**src/rtl/io_resp_pkg.sv**
```systemverilog
// Shared types and constants for the IN/OUT handshake responder and its BCD converter.
package io_resp_pkg;

    typedef enum logic [1:0] {
        IDLE,
        IN_WAIT,
        OUT_CONV,
        ACK
    } state_t;

    localparam logic [3:0] DIGIT_ENTER = 4'hF;
    localparam int BCD_ITER   = 10;
    localparam int BIN_W      = 10;
    localparam int BCD_DIGITS = 3;
    localparam int BCD_W      = 4 * BCD_DIGITS;

    // Elaboration-time BCD of a constant, used for the saturation value.
    function automatic logic [BCD_W-1:0] to_bcd(input int unsigned v);
        return {4'((v / 100) % 10), 4'((v / 10) % 10), 4'(v % 10)};
    endfunction

endpackage

```
**src/rtl/io_handshake_responder_if.sv**
```systemverilog
// CPU-side request/acknowledge bus of the IN/OUT responder.
interface io_handshake_responder_if #(
    parameter int DW = 32
);
    logic          req_in;
    logic          req_out;
    logic [DW-1:0] wr_data;
    logic [DW-1:0] rd_data;
    logic          ack;
    logic          busy;

    modport master (output req_in, req_out, wr_data, input rd_data, ack, busy);
    modport slave  (input req_in, req_out, wr_data, output rd_data, ack, busy);
endinterface

```
**src/rtl/bin2bcd_seq.sv**
```systemverilog
// Sequential shift-add-3 binary to 3-digit BCD converter, one iteration per clock.
// o_done is high during the cycle whose closing edge commits the final iteration; o_bcd is valid then.
module bin2bcd_seq
    import io_resp_pkg::*;
(
    input  logic             clock,
    input  logic             n_reset,
    input  logic             i_start,
    input  logic [BIN_W-1:0] i_bin,
    output logic             o_done,
    output logic [BCD_W-1:0] o_bcd
);
    logic [BIN_W-1:0]       r_bin;
    logic [BCD_W-1:0]       r_bcd;
    logic [3:0]             r_cnt;
    logic                   r_run;
    logic [BCD_W-1:0]       w_adj;
    logic [BCD_W+BIN_W-1:0] w_shift;

    always_comb begin
        w_adj = r_bcd;
        for (int i = 0; i < BCD_DIGITS; i++) begin
            if (r_bcd[4*i +: 4] >= 4'd5) begin
                w_adj[4*i +: 4] = r_bcd[4*i +: 4] + 4'd3;
            end
        end
        w_shift = {w_adj, r_bin} << 1;
    end

    always_ff @(posedge clock or negedge n_reset) begin
        if (!n_reset) begin
            r_bin <= '0;
            r_bcd <= '0;
            r_cnt <= '0;
            r_run <= 1'b0;
        end else if (i_start) begin
            r_bin <= i_bin;
            r_bcd <= '0;
            r_cnt <= '0;
            r_run <= 1'b1;
        end else if (r_run) begin
            r_bin <= w_shift[BIN_W-1:0];
            r_bcd <= w_shift[BCD_W+BIN_W-1:BIN_W];
            r_cnt <= r_cnt + 4'd1;
            if (o_done) begin
                r_run <= 1'b0;
            end
        end
    end

    assign o_done = r_run && (r_cnt == 4'(BCD_ITER - 1));
    assign o_bcd  = w_shift[BCD_W+BIN_W-1:BIN_W];
endmodule

```
**src/rtl/io_handshake_responder.sv**
```systemverilog
// Device-side responder for CPU IN/OUT: switch-digit decimal entry and serial BCD display output.
// Define IO_IN_TIMEOUT_EN to bound the IN digit wait to TIMEOUT_CYCLES clocks.
module io_handshake_responder
    import io_resp_pkg::*;
#(
    parameter int DW             = 32,
    parameter int MAX_VAL        = 999,
    parameter int TIMEOUT_CYCLES = 5000
) (
    input  logic                    clock,
    input  logic                    n_reset,
    io_handshake_responder_if.slave bus,
    input  logic                    btn_pulse,
    input  logic [3:0]              sw_digit,
    output logic [3:0]              centena,
    output logic [3:0]              dezena,
    output logic [3:0]              unidade,
    output logic                    led_wait,
    output logic                    ovf,
    output logic                    timeout
);
    localparam int               ACC_W   = BIN_W + 4;
    localparam logic [DW-1:0]    MAX_DW  = DW'(MAX_VAL);
    localparam logic [BIN_W-1:0] MAX_BIN = BIN_W'(MAX_VAL);
    localparam logic [BCD_W-1:0] MAX_BCD = to_bcd(MAX_VAL);

    if (MAX_VAL < 0 || MAX_VAL > 2**BIN_W - 1 || TIMEOUT_CYCLES < 1) begin : g_bad_cfg
        $error("io_handshake_responder: MAX_VAL must fit in 10 bits, TIMEOUT_CYCLES must be positive");
    end

    state_t           r_state, w_state_nxt;
    logic             r_armed;
    logic [BIN_W-1:0] r_acc;
    logic [BCD_W-1:0] r_acc_bcd;
    logic [BCD_W-1:0] r_disp;
    logic [DW-1:0]    r_rd_data;
    logic             r_ovf;
    logic             w_accept, w_take_out, w_digit, w_enter, w_tmo_hit;
    logic             w_conv_done;
    logic [BCD_W-1:0] w_conv_bcd;
    logic [BIN_W-1:0] w_conv_bin;
    logic [ACC_W-1:0] w_acc_next;
    logic             w_acc_sat;
    logic             w_ack, w_busy, w_led;

    assign w_accept   = (r_state == IDLE) && r_armed && (bus.req_in || bus.req_out);
    assign w_take_out = w_accept && bus.req_out;
    assign w_digit    = (r_state == IN_WAIT) && btn_pulse && (sw_digit <= 4'd9);
    assign w_enter    = (r_state == IN_WAIT) && btn_pulse && (sw_digit == DIGIT_ENTER);
    assign w_conv_bin = (bus.wr_data > MAX_DW) ? MAX_BIN : bus.wr_data[BIN_W-1:0];
    assign w_acc_next = ACC_W'(r_acc) * ACC_W'(10) + ACC_W'(sw_digit);
    assign w_acc_sat  = w_acc_next > ACC_W'(MAX_VAL);

    bin2bcd_seq u_bin2bcd (
        .clock   (clock),
        .n_reset (n_reset),
        .i_start (w_take_out),
        .i_bin   (w_conv_bin),
        .o_done  (w_conv_done),
        .o_bcd   (w_conv_bcd)
    );

    always_ff @(posedge clock or negedge n_reset) begin
        if (!n_reset) begin
            r_state <= IDLE;
        end else begin
            r_state <= w_state_nxt;
        end
    end

    always_comb begin
        w_state_nxt = r_state;
        w_ack       = 1'b0;
        w_busy      = 1'b1;
        w_led       = 1'b0;
        case (r_state)
            IDLE: begin
                w_busy = 1'b0;
                if (w_accept) begin
                    w_state_nxt = bus.req_out ? OUT_CONV : IN_WAIT;
                end
            end
            IN_WAIT: begin
                w_led = 1'b1;
                if (w_enter || w_tmo_hit) begin
                    w_state_nxt = ACK;
                end
            end
            OUT_CONV: begin
                if (w_conv_done) begin
                    w_state_nxt = ACK;
                end
            end
            ACK: begin
                w_ack       = 1'b1;
                w_state_nxt = IDLE;
            end
            default: w_state_nxt = IDLE;
        endcase
    end

    // The accumulator is kept in binary for rd_data and in BCD for the live echo.
    always_ff @(posedge clock or negedge n_reset) begin
        if (!n_reset) begin
            r_armed   <= 1'b0;
            r_acc     <= '0;
            r_acc_bcd <= '0;
            r_disp    <= '0;
            r_rd_data <= '0;
            r_ovf     <= 1'b0;
        end else begin
            if (w_accept) begin
                r_armed <= 1'b0;
            end else if (!bus.req_in && !bus.req_out) begin
                r_armed <= 1'b1;
            end
            if (w_accept) begin
                r_acc     <= '0;
                r_acc_bcd <= '0;
            end
            if (w_take_out) begin
                r_ovf <= bus.wr_data > MAX_DW;
            end
            if (w_digit) begin
                r_acc     <= w_acc_sat ? MAX_BIN : w_acc_next[BIN_W-1:0];
                r_acc_bcd <= w_acc_sat ? MAX_BCD : {r_acc_bcd[BCD_W-5:0], sw_digit};
                r_disp    <= w_acc_sat ? MAX_BCD : {r_acc_bcd[BCD_W-5:0], sw_digit};
            end
            if (w_enter) begin
                r_rd_data <= DW'(r_acc);
            end else if (w_tmo_hit) begin
                r_rd_data <= '0;
            end
            if ((r_state == OUT_CONV) && w_conv_done) begin
                r_disp <= w_conv_bcd;
            end
        end
    end

`ifdef IO_IN_TIMEOUT_EN
    localparam int TMO_W = $clog2(TIMEOUT_CYCLES + 1);

    logic [TMO_W-1:0] r_tmo_cnt;
    logic             r_timeout;

    always_ff @(posedge clock or negedge n_reset) begin
        if (!n_reset) begin
            r_tmo_cnt <= '0;
            r_timeout <= 1'b0;
        end else begin
            if ((r_state != IN_WAIT) || btn_pulse) begin
                r_tmo_cnt <= '0;
            end else begin
                r_tmo_cnt <= r_tmo_cnt + 1'b1;
            end
            if (w_accept) begin
                r_timeout <= 1'b0;
            end else if (w_tmo_hit) begin
                r_timeout <= 1'b1;
            end
        end
    end

    assign w_tmo_hit = (r_state == IN_WAIT) && !btn_pulse && (r_tmo_cnt == TMO_W'(TIMEOUT_CYCLES - 1));
    assign timeout   = r_timeout;
`else
    assign w_tmo_hit = 1'b0;
    assign timeout   = 1'b0;
`endif

    assign bus.ack     = w_ack;
    assign bus.busy    = w_busy;
    assign bus.rd_data = r_rd_data;
    assign led_wait    = w_led;
    assign ovf         = r_ovf;
    assign centena     = r_disp[11:8];
    assign dezena      = r_disp[7:4];
    assign unidade     = r_disp[3:0];
endmodule
```
**src/flat_wrapper.sv**
```systemverilog
// flat-port wrapper written by rule: the top's interface ports become plain ports
module io_handshake_responder_flat import io_resp_pkg::*;
#(
    parameter int DW             = 32,
    parameter int MAX_VAL        = 999,
    parameter int TIMEOUT_CYCLES = 5000
)
  (clock, n_reset, btn_pulse, sw_digit, centena, dezena, unidade, led_wait, ovf, timeout, bus_req_in, bus_req_out, bus_wr_data, bus_rd_data, bus_ack, bus_busy);
  io_handshake_responder_if #(.DW(DW)) bus_i ();
  input  logic clock;
  input  logic n_reset;
  input  logic btn_pulse;
  input  logic [3:0] sw_digit;
  output logic [3:0] centena;
  output logic [3:0] dezena;
  output logic [3:0] unidade;
  output logic led_wait;
  output logic ovf;
  output logic timeout;
  input wire logic [$bits(bus_i.req_in)-1:0] bus_req_in;
  input wire logic [$bits(bus_i.req_out)-1:0] bus_req_out;
  input wire logic [$bits(bus_i.wr_data)-1:0] bus_wr_data;
  output wire logic [$bits(bus_i.rd_data)-1:0] bus_rd_data;
  output wire logic [$bits(bus_i.ack)-1:0] bus_ack;
  output wire logic [$bits(bus_i.busy)-1:0] bus_busy;
  assign bus_i.req_in = bus_req_in;
  assign bus_i.req_out = bus_req_out;
  assign bus_i.wr_data = bus_wr_data;
  assign bus_rd_data = bus_i.rd_data;
  assign bus_ack = bus_i.ack;
  assign bus_busy = bus_i.busy;
  io_handshake_responder #(.DW(DW), .MAX_VAL(MAX_VAL), .TIMEOUT_CYCLES(TIMEOUT_CYCLES)) u_core (.clock(clock), .n_reset(n_reset), .bus(bus_i), .btn_pulse(btn_pulse), .sw_digit(sw_digit), .centena(centena), .dezena(dezena), .unidade(unidade), .led_wait(led_wait), .ovf(ovf), .timeout(timeout));
endmodule
```
**config.mk**
```make
export PLATFORM = sky130hd
export DESIGN_NAME = io_handshake_responder_flat
export DESIGN_NICKNAME = d
export VERILOG_FILES = /design/src/rtl/io_resp_pkg.sv /design/src/rtl/io_handshake_responder_if.sv /design/src/rtl/bin2bcd_seq.sv /design/src/rtl/io_handshake_responder.sv /design/src/flat_wrapper.sv
export SDC_FILE = /design/constraint.sdc
export NUM_CORES = 1
export LEC_CHECK = 0
export CORE_ASPECT_RATIO = 0.9
export CORE_MARGIN = 5
export CORE_UTILIZATION = 31
export CTS_BUF_LIST = sky130_fd_sc_hd__clkbuf_4 sky130_fd_sc_hd__clkbuf_8
export CTS_CLUSTER_DIAMETER = 30
export DETAILED_ROUTE_END_ITERATION = 8
export DONT_BUFFER_PORTS = 1
export HOLD_SLACK_MARGIN = 0.06
export REMOVE_ABC_BUFFERS = 1
export SLEW_MARGIN = 20
export SYNTH_ARGS = -nofsm -noshare
export SYNTH_HDL_FRONTEND = slang
export SYNTH_SLANG_ARGS = --single-unit
```
**constraint.sdc**
```tcl
create_clock -name clock -period 6.8 [get_ports clock]
set_input_delay 1.36 -clock clock [delete_from_list [all_inputs] [get_ports clock]]
set_output_delay 1.36 -clock clock [all_outputs]
set_load 0.02 [all_outputs]
```
**After elaboration in Yosys (flattened, before gate mapping)**

Index checks and enable logic that the tools add are counted.

- Add/subtract/negate cells: 5
- Multipliers: 1
- Order comparisons: 6
- Eq/ne operators: 8
- Multiplexer cells: 31
- Reduce and logical (&&, ||, !) cells: 18

Operator list:

| cell | count |
|---|---|
| two-way mux 10 bit | 6 |
| two-way mux 12 bit | 5 |
| greater-than comparator 32 x 10 -> 1 bit, second input constant | 1 |
| two-way mux 4 bit | 4 |
| two-way mux 8 bit | 2 |
| adder 14 x 4 -> 14 bit | 1 |
| greater-than comparator 14 x 10 -> 1 bit, second input constant | 1 |
| multiplier 10 x 3 -> 13 bit, second input constant | 1 |
| greater-or-equal comparator 4 x 3 -> 1 bit, second input constant | 3 |
| logical AND 1 bit | 9 |
| adder 4 x 2 -> 4 bit, second input constant | 2 |
| equality test 4 bit, second input constant | 2 |
| two-way mux 1 bit | 8 |
| two-way mux 2 bit | 4 |
| case mux 2 bit (4 select lines) | 1 |
| nonzero test 2 bit | 4 |
| inequality test 2 x 1 -> 1 bit, second input constant | 3 |
| adder 4 x 1 -> 4 bit, second input constant | 1 |
| equality test 2 bit, second input constant | 2 |
| <= comparator 4 bit, second input constant | 1 |
| adder 3 x 2 -> 3 bit, second input constant | 1 |
| two-way mux 3 bit | 1 |
| AND reduction 3 bit | 1 |
| equality test 2 x 1 -> 1 bit, second input constant | 1 |
| other kinds (3) | 4 |

- Register bits after elaboration: 71
- Input bits: 41
- Output and inout port bits: 49
- Word-level logic and storage cells: 80

**Logic depth before layout (Yosys ltp)**

- Word-level depth: 6
- Mapped depth: 12
- Mapped depth without buffers: 11

**Hierarchy**

From an unflattened synthesis, not the netlist that was laid out.

- Cell total of the unflattened synthesis: 469
- Area total of the unflattened synthesis: 4,456.8 um^2

Modules (own cells, without submodules):

| module | times used | cells each | area each (um^2) | seq. area each (um^2) |
|---|---|---|---|---|
| io_handshake_responder | 1 | 307 | 2,922.8 | 1,076.0 |
| bin2bcd_seq | 1 | 162 | 1,534.0 | 675.6 |

**Worst setup path before layout**

Ideal clock, no wire load.

- Kind: input -> register
- From: in sw_digit[1]
- To: reg u_core.r_disp[5]
- Setup time: 0.082 ns
- Arrival: 3.518 ns
- Required time: 6.718 ns
- Setup slack: 3.200 ns
- Stages: 8
- Path buffers: 0
- Cells stage by stage: ha_1 fa_1 a21o_1 and3_1 nand4b_1 mux2_4 or4_1 a31oi_1

- Word-level cells in the longest chain between the ends: 5
- Elaborated cells on any way between the ends: 8
- Classes of those cells: add/sub (1); order compare (2); mux (3); reduce/logical (2)

Ends and longest elaborated chain:

| item | line | source |
|---|---|---|
| from (decl) | flat_wrapper.sv:13 | `input logic [3:0] sw_digit;` |
| adder 14 x 4 -> 14 bit | io_handshake_responder.sv:51 | `assign w_acc_next = ACC_W'(r_acc) * ACC_W'(10) + ACC_W'(sw_digit);` |
| greater-than comparator 14 x 10 -> 1 bit | io_handshake_responder.sv:52 | `assign w_acc_sat = w_acc_next > ACC_W'(MAX_VAL);` |
| two-way mux 12 bit | - |  |
| two-way mux 12 bit | io_handshake_responder.sv:124 | `if (w_digit) begin` |
| two-way mux 12 bit | io_handshake_responder.sv:134 | `if ((r_state == OUT_CONV) && w_conv_done) begin` |
| to (signal assigned) | io_handshake_responder.sv:127 | `r_disp <= w_acc_sat ? MAX_BCD : {r_acc_bcd[BCD_W-5:0], sw_digit};` |
| to (signal assigned) | io_handshake_responder.sv:135 | `r_disp <= w_conv_bcd;` |
| to (decl) | io_handshake_responder.sv:35 | `logic [BCD_W-1:0] r_disp;` |

Parallel ways exist; a longest one is shown, timed or not. The select of a mux whose other input is x is not followed.
A chain may end at the register's enable or synchronous reset.

**Worst setup path after layout**

- From: reg u_core.r_acc[1]
- To: reg u_core.r_disp[5]

- Word-level cells in the longest chain between the ends: 6

Ends and longest elaborated chain:

| item | line | source |
|---|---|---|
| from (decl) | io_handshake_responder.sv:33 | `logic [BIN_W-1:0] r_acc;` |
| from (signal assigned) | io_handshake_responder.sv:125 | `r_acc <= w_acc_sat ? MAX_BIN : w_acc_next[BIN_W-1:0];` |
| multiplier 10 x 3 -> 13 bit | io_handshake_responder.sv:51 |  |
| adder 14 x 4 -> 14 bit | io_handshake_responder.sv:51 |  |
| greater-than comparator 14 x 10 -> 1 bit | io_handshake_responder.sv:52 |  |
| two-way mux 12 bit | - |  |
| two-way mux 12 bit | io_handshake_responder.sv:124 |  |
| two-way mux 12 bit | io_handshake_responder.sv:134 |  |

No other way between the ends. The select of a mux whose other input is x is not followed.

==> impl_metrics.json <==
{
  "outcome": "complete, no violations",
  "cap_viol_max_count": 0,
  "wirelength_um": 9950,
  "rows": 41,
  "drtPass1Iterations": 5,
  "vias_per_cell": 4.99,
  "port-buffer-count": 0,
  "die_area_sq_um": 16500,
  "cts_tree": "yes",
  "grt.overflow.total": 0,
  "synth_cell_types": 53,
  "grt_max_degree": 71,
  "leakagePower_uw": 0.00217,
  "via_count": 3260,
  "synth_warnings": 0,
  "antenna_found_initial": 0,
  "critPathCaptureType": "register",
  "ys_seq_elements": 70,
  "numCtsBuffers": 9,
  "post-cts-setup-buffers": 0,
  "grt_pass1_wl_um": 16600,
  "gp_congestion": 0.882,
  "yosysSeqAreaShare": 0.402,
  "synth_area_sq_um": 4350,
  "clock_latency_ps": 350,
  "worst_slew_pin_slew_ps": 964,
  "start_kind": "register",
  "grtUsageTotal": 0.126,
  "syn_area_per_cell_sq_um": 9.42,
  "num_antenna_cells": 0,
  "wire_per_inst_um": 15.2,
  "cts.sinks": 70,
  "synth-edff-count": 0,
  "period_minus_slack_ps": 3610,
  "drt_iter0_markers": 152,
  "total_power_uw": 2450,
  "rsz0062_at_grt": "no",
  "clk_pin_slew_ps": 80,
  "holdCritPathClass": "register to register",
  "syn_inst": 462,
  "ys.flop_type": "dfrtp_1",
  "grt_pass1_vias": 3395,
  "cts_resized": 0,
  "powerDensity_nw_per_um2": 523,
  "ant_nets": 0,
  "cp_max_fo": 24,
  "max-vdd-ir-drop_mv": 0.191,
  "boundaryPins": 90,
  "drc": 0,
  "die_height_um": 122,
  "synthArstFlopShare": 1.00,
  "die-width_um": 135,
  "synthToLayoutAreaGrowth_pct": 7.70,
  "timing.final.crit_share": 0.531,
  "drive_above_1_share": 0.0826,
  "initial_utilization": 0.313,
  "critPathRequiredTime_ps": 7060,
  "slew_violations": 0,
  "slew_headroom": 0.355,
  "cts.path.max_buffers": 2,
  "setup_tns_ps": 0,
  "fmax_mhz": 277,
  "finalNetCount": 530,
  "htree_levels": 3,
  "cts-hold-fix-buffers": 0,
  "setup_violations": 0,
  "dpl.hpwl_um": 7190,
  "path_class": "register to register",
  "cts_root_buf": "clkbuf_8",
  "cp.arrival_ps": 3870,
  "clock_skew_ps": 10.4,
  "final_hold_viol_count": 0,
  "coreArea_sq_um": 13900
}
## state kept, by name, summed over array words and instances, names as in the netlist
signal / cells
u_core.bus.rd_data: 10
u_core.ovf: 1
u_core.r_acc: 9
u_core.r_acc_bcd: 8
u_core.r_armed: 1
u_core.r_disp: 12
u_core.r_state: 2
u_core.u_bin2bcd.r_bcd: 12
u_core.u_bin2bcd.r_bin: 10
u_core.u_bin2bcd.r_cnt: 4
u_core.u_bin2bcd.r_run: 1
## per-stage QoR
step	instance area, sq um	worst slack [ps]	hold slack [ps]	util	std cells
floorplan	4190	3080	447	-	441
global route	4690	2950	504	0.337	653
finish	4690	3190	485	0.337	653
CTS	4680	2930	486	0.337	653
detailed placement	4460	2640	466	0.321	637
global placement	4460	2770	468	0.321	637
## area by class of cell
type / count / area, sq um
Clock buffer: 11 / 145
Tap cell: 193 / 241
Sequential cell: 70 / 1750
Clock inverter: 5 / 81.3
Fill cell: 1418 / 9210
Inverter: 22 / 82.6
Multi-Input combinational cell: 349 / 2360
Timing Repair Buffer: 3 / 22.5
## final timing paths
| check | start | slack, ps | cells past startpoint | end |
|---|---|---|---|---|
| hold / removal | u_core.r_acc_bcd[2] | 480 | 1 | u_core.r_acc_bcd[2] |
| hold reg to reg | u_core.r_acc_bcd[2] | 480 | 1 | u_core.r_acc_bcd[2] |
| setup reg to reg | u_core.r_acc[1] | 3190 | 10 | u_core.r_disp[5] |
| setup / recovery | u_core.r_acc[1] | 3190 | 10 | u_core.r_disp[5] |
| min in group asynchronous | n_reset | 700 | 0 | u_core.r_armed |
| max in group asynchronous | n_reset | 5970 | 0 | u_core.bus.rd_data[4] |
## worst max-delay path, stage by stage (launching register included)
cell and delay (ps):
dfrtp_1 460, ha_1 310, ha_1 190, inv_1 60, fa_1 400, xnor2_1 460, and4b_1 330, nand4b_1 110
mux2_4 400, or4_1 590, a31oi_1 190
## power breakdown
| group | switching, uW | internal [uW] |
|---|---|---|
| Combinational | 735 | 491 |
| Clock | 161 | 221 |
| Sequential | 235 | 607 |
| Total | 1130 | 1320 |
## per-layer routing
layer | vias up | GRT usage | part of all wire
li1 | 1577 | - | -
met2 | 88 | 0.213 | 0.49
met5 | - | 0 | 0
met4 | 0 | 0.0254 | 0.0055
met3 | 6 | 0.0443 | 0.070
met1 | 1589 | 0.156 | 0.43
## kinds of logic after synthesis
group                      Yosys count  share of synthesized area
AOI/OAI and AO/OA                   85                      0.124
other                                1                   0.000861
buffers and inverters               65                     0.0764
muxes                               30                     0.0730
and+or+nand+nor                    159                      0.184
xor gates and xnor gates            18                     0.0379
DFF                                 70                      0.402
adders and majority gates           34                      0.101
## placed cells by master, fill, tap and decap left out, types with 6 or more instances in the layout
| master | count |
|---|---|
| dfrtp_1 | 70 |
| nand2_1 | 48 |
| nor2_1 | 39 |
| ha_1 | 32 |
| o21ai_0 | 29 |
| conb_1 | 23 |
| inv_1 | 22 |
| mux2i_1 | 19 |
| a21oi_1 | 18 |
| nor4_1 | 14 |
| nor3_1 | 12 |
| xnor2_1 | 10 |
| mux2_2 | 10 |
| clkbuf_8 | 10 |
| xor2_1 | 7 |
| o22ai_1 | 7 |
| nor3b_1 | 6 |
| a211oi_1 | 6 |
| nand3_1 | 6 |
| nor4b_1 | 6 |
## synth_stat cells (12+ instances only)
| library cell | instances | share of area |
|---|---|---|
| clkbuf_1 | 14 | 0.012 |
| nor2_1 | 39 | 0.034 |
| nor3_1 | 12 | 0.014 |
| mux2i_1 | 19 | 0.044 |
| inv_1 | 22 | 0.019 |
| nand2_1 | 48 | 0.041 |
| dfrtp_1 | 70 | 0.40 |
| a21oi_1 | 18 | 0.021 |
| nor4_1 | 14 | 0.020 |
| ha_1 | 32 | 0.092 |
| buf_4 | 23 | 0.040 |
| o21ai_0 | 30 | 0.034 |
No activity file was read; power rests on OpenSTA's default activity.
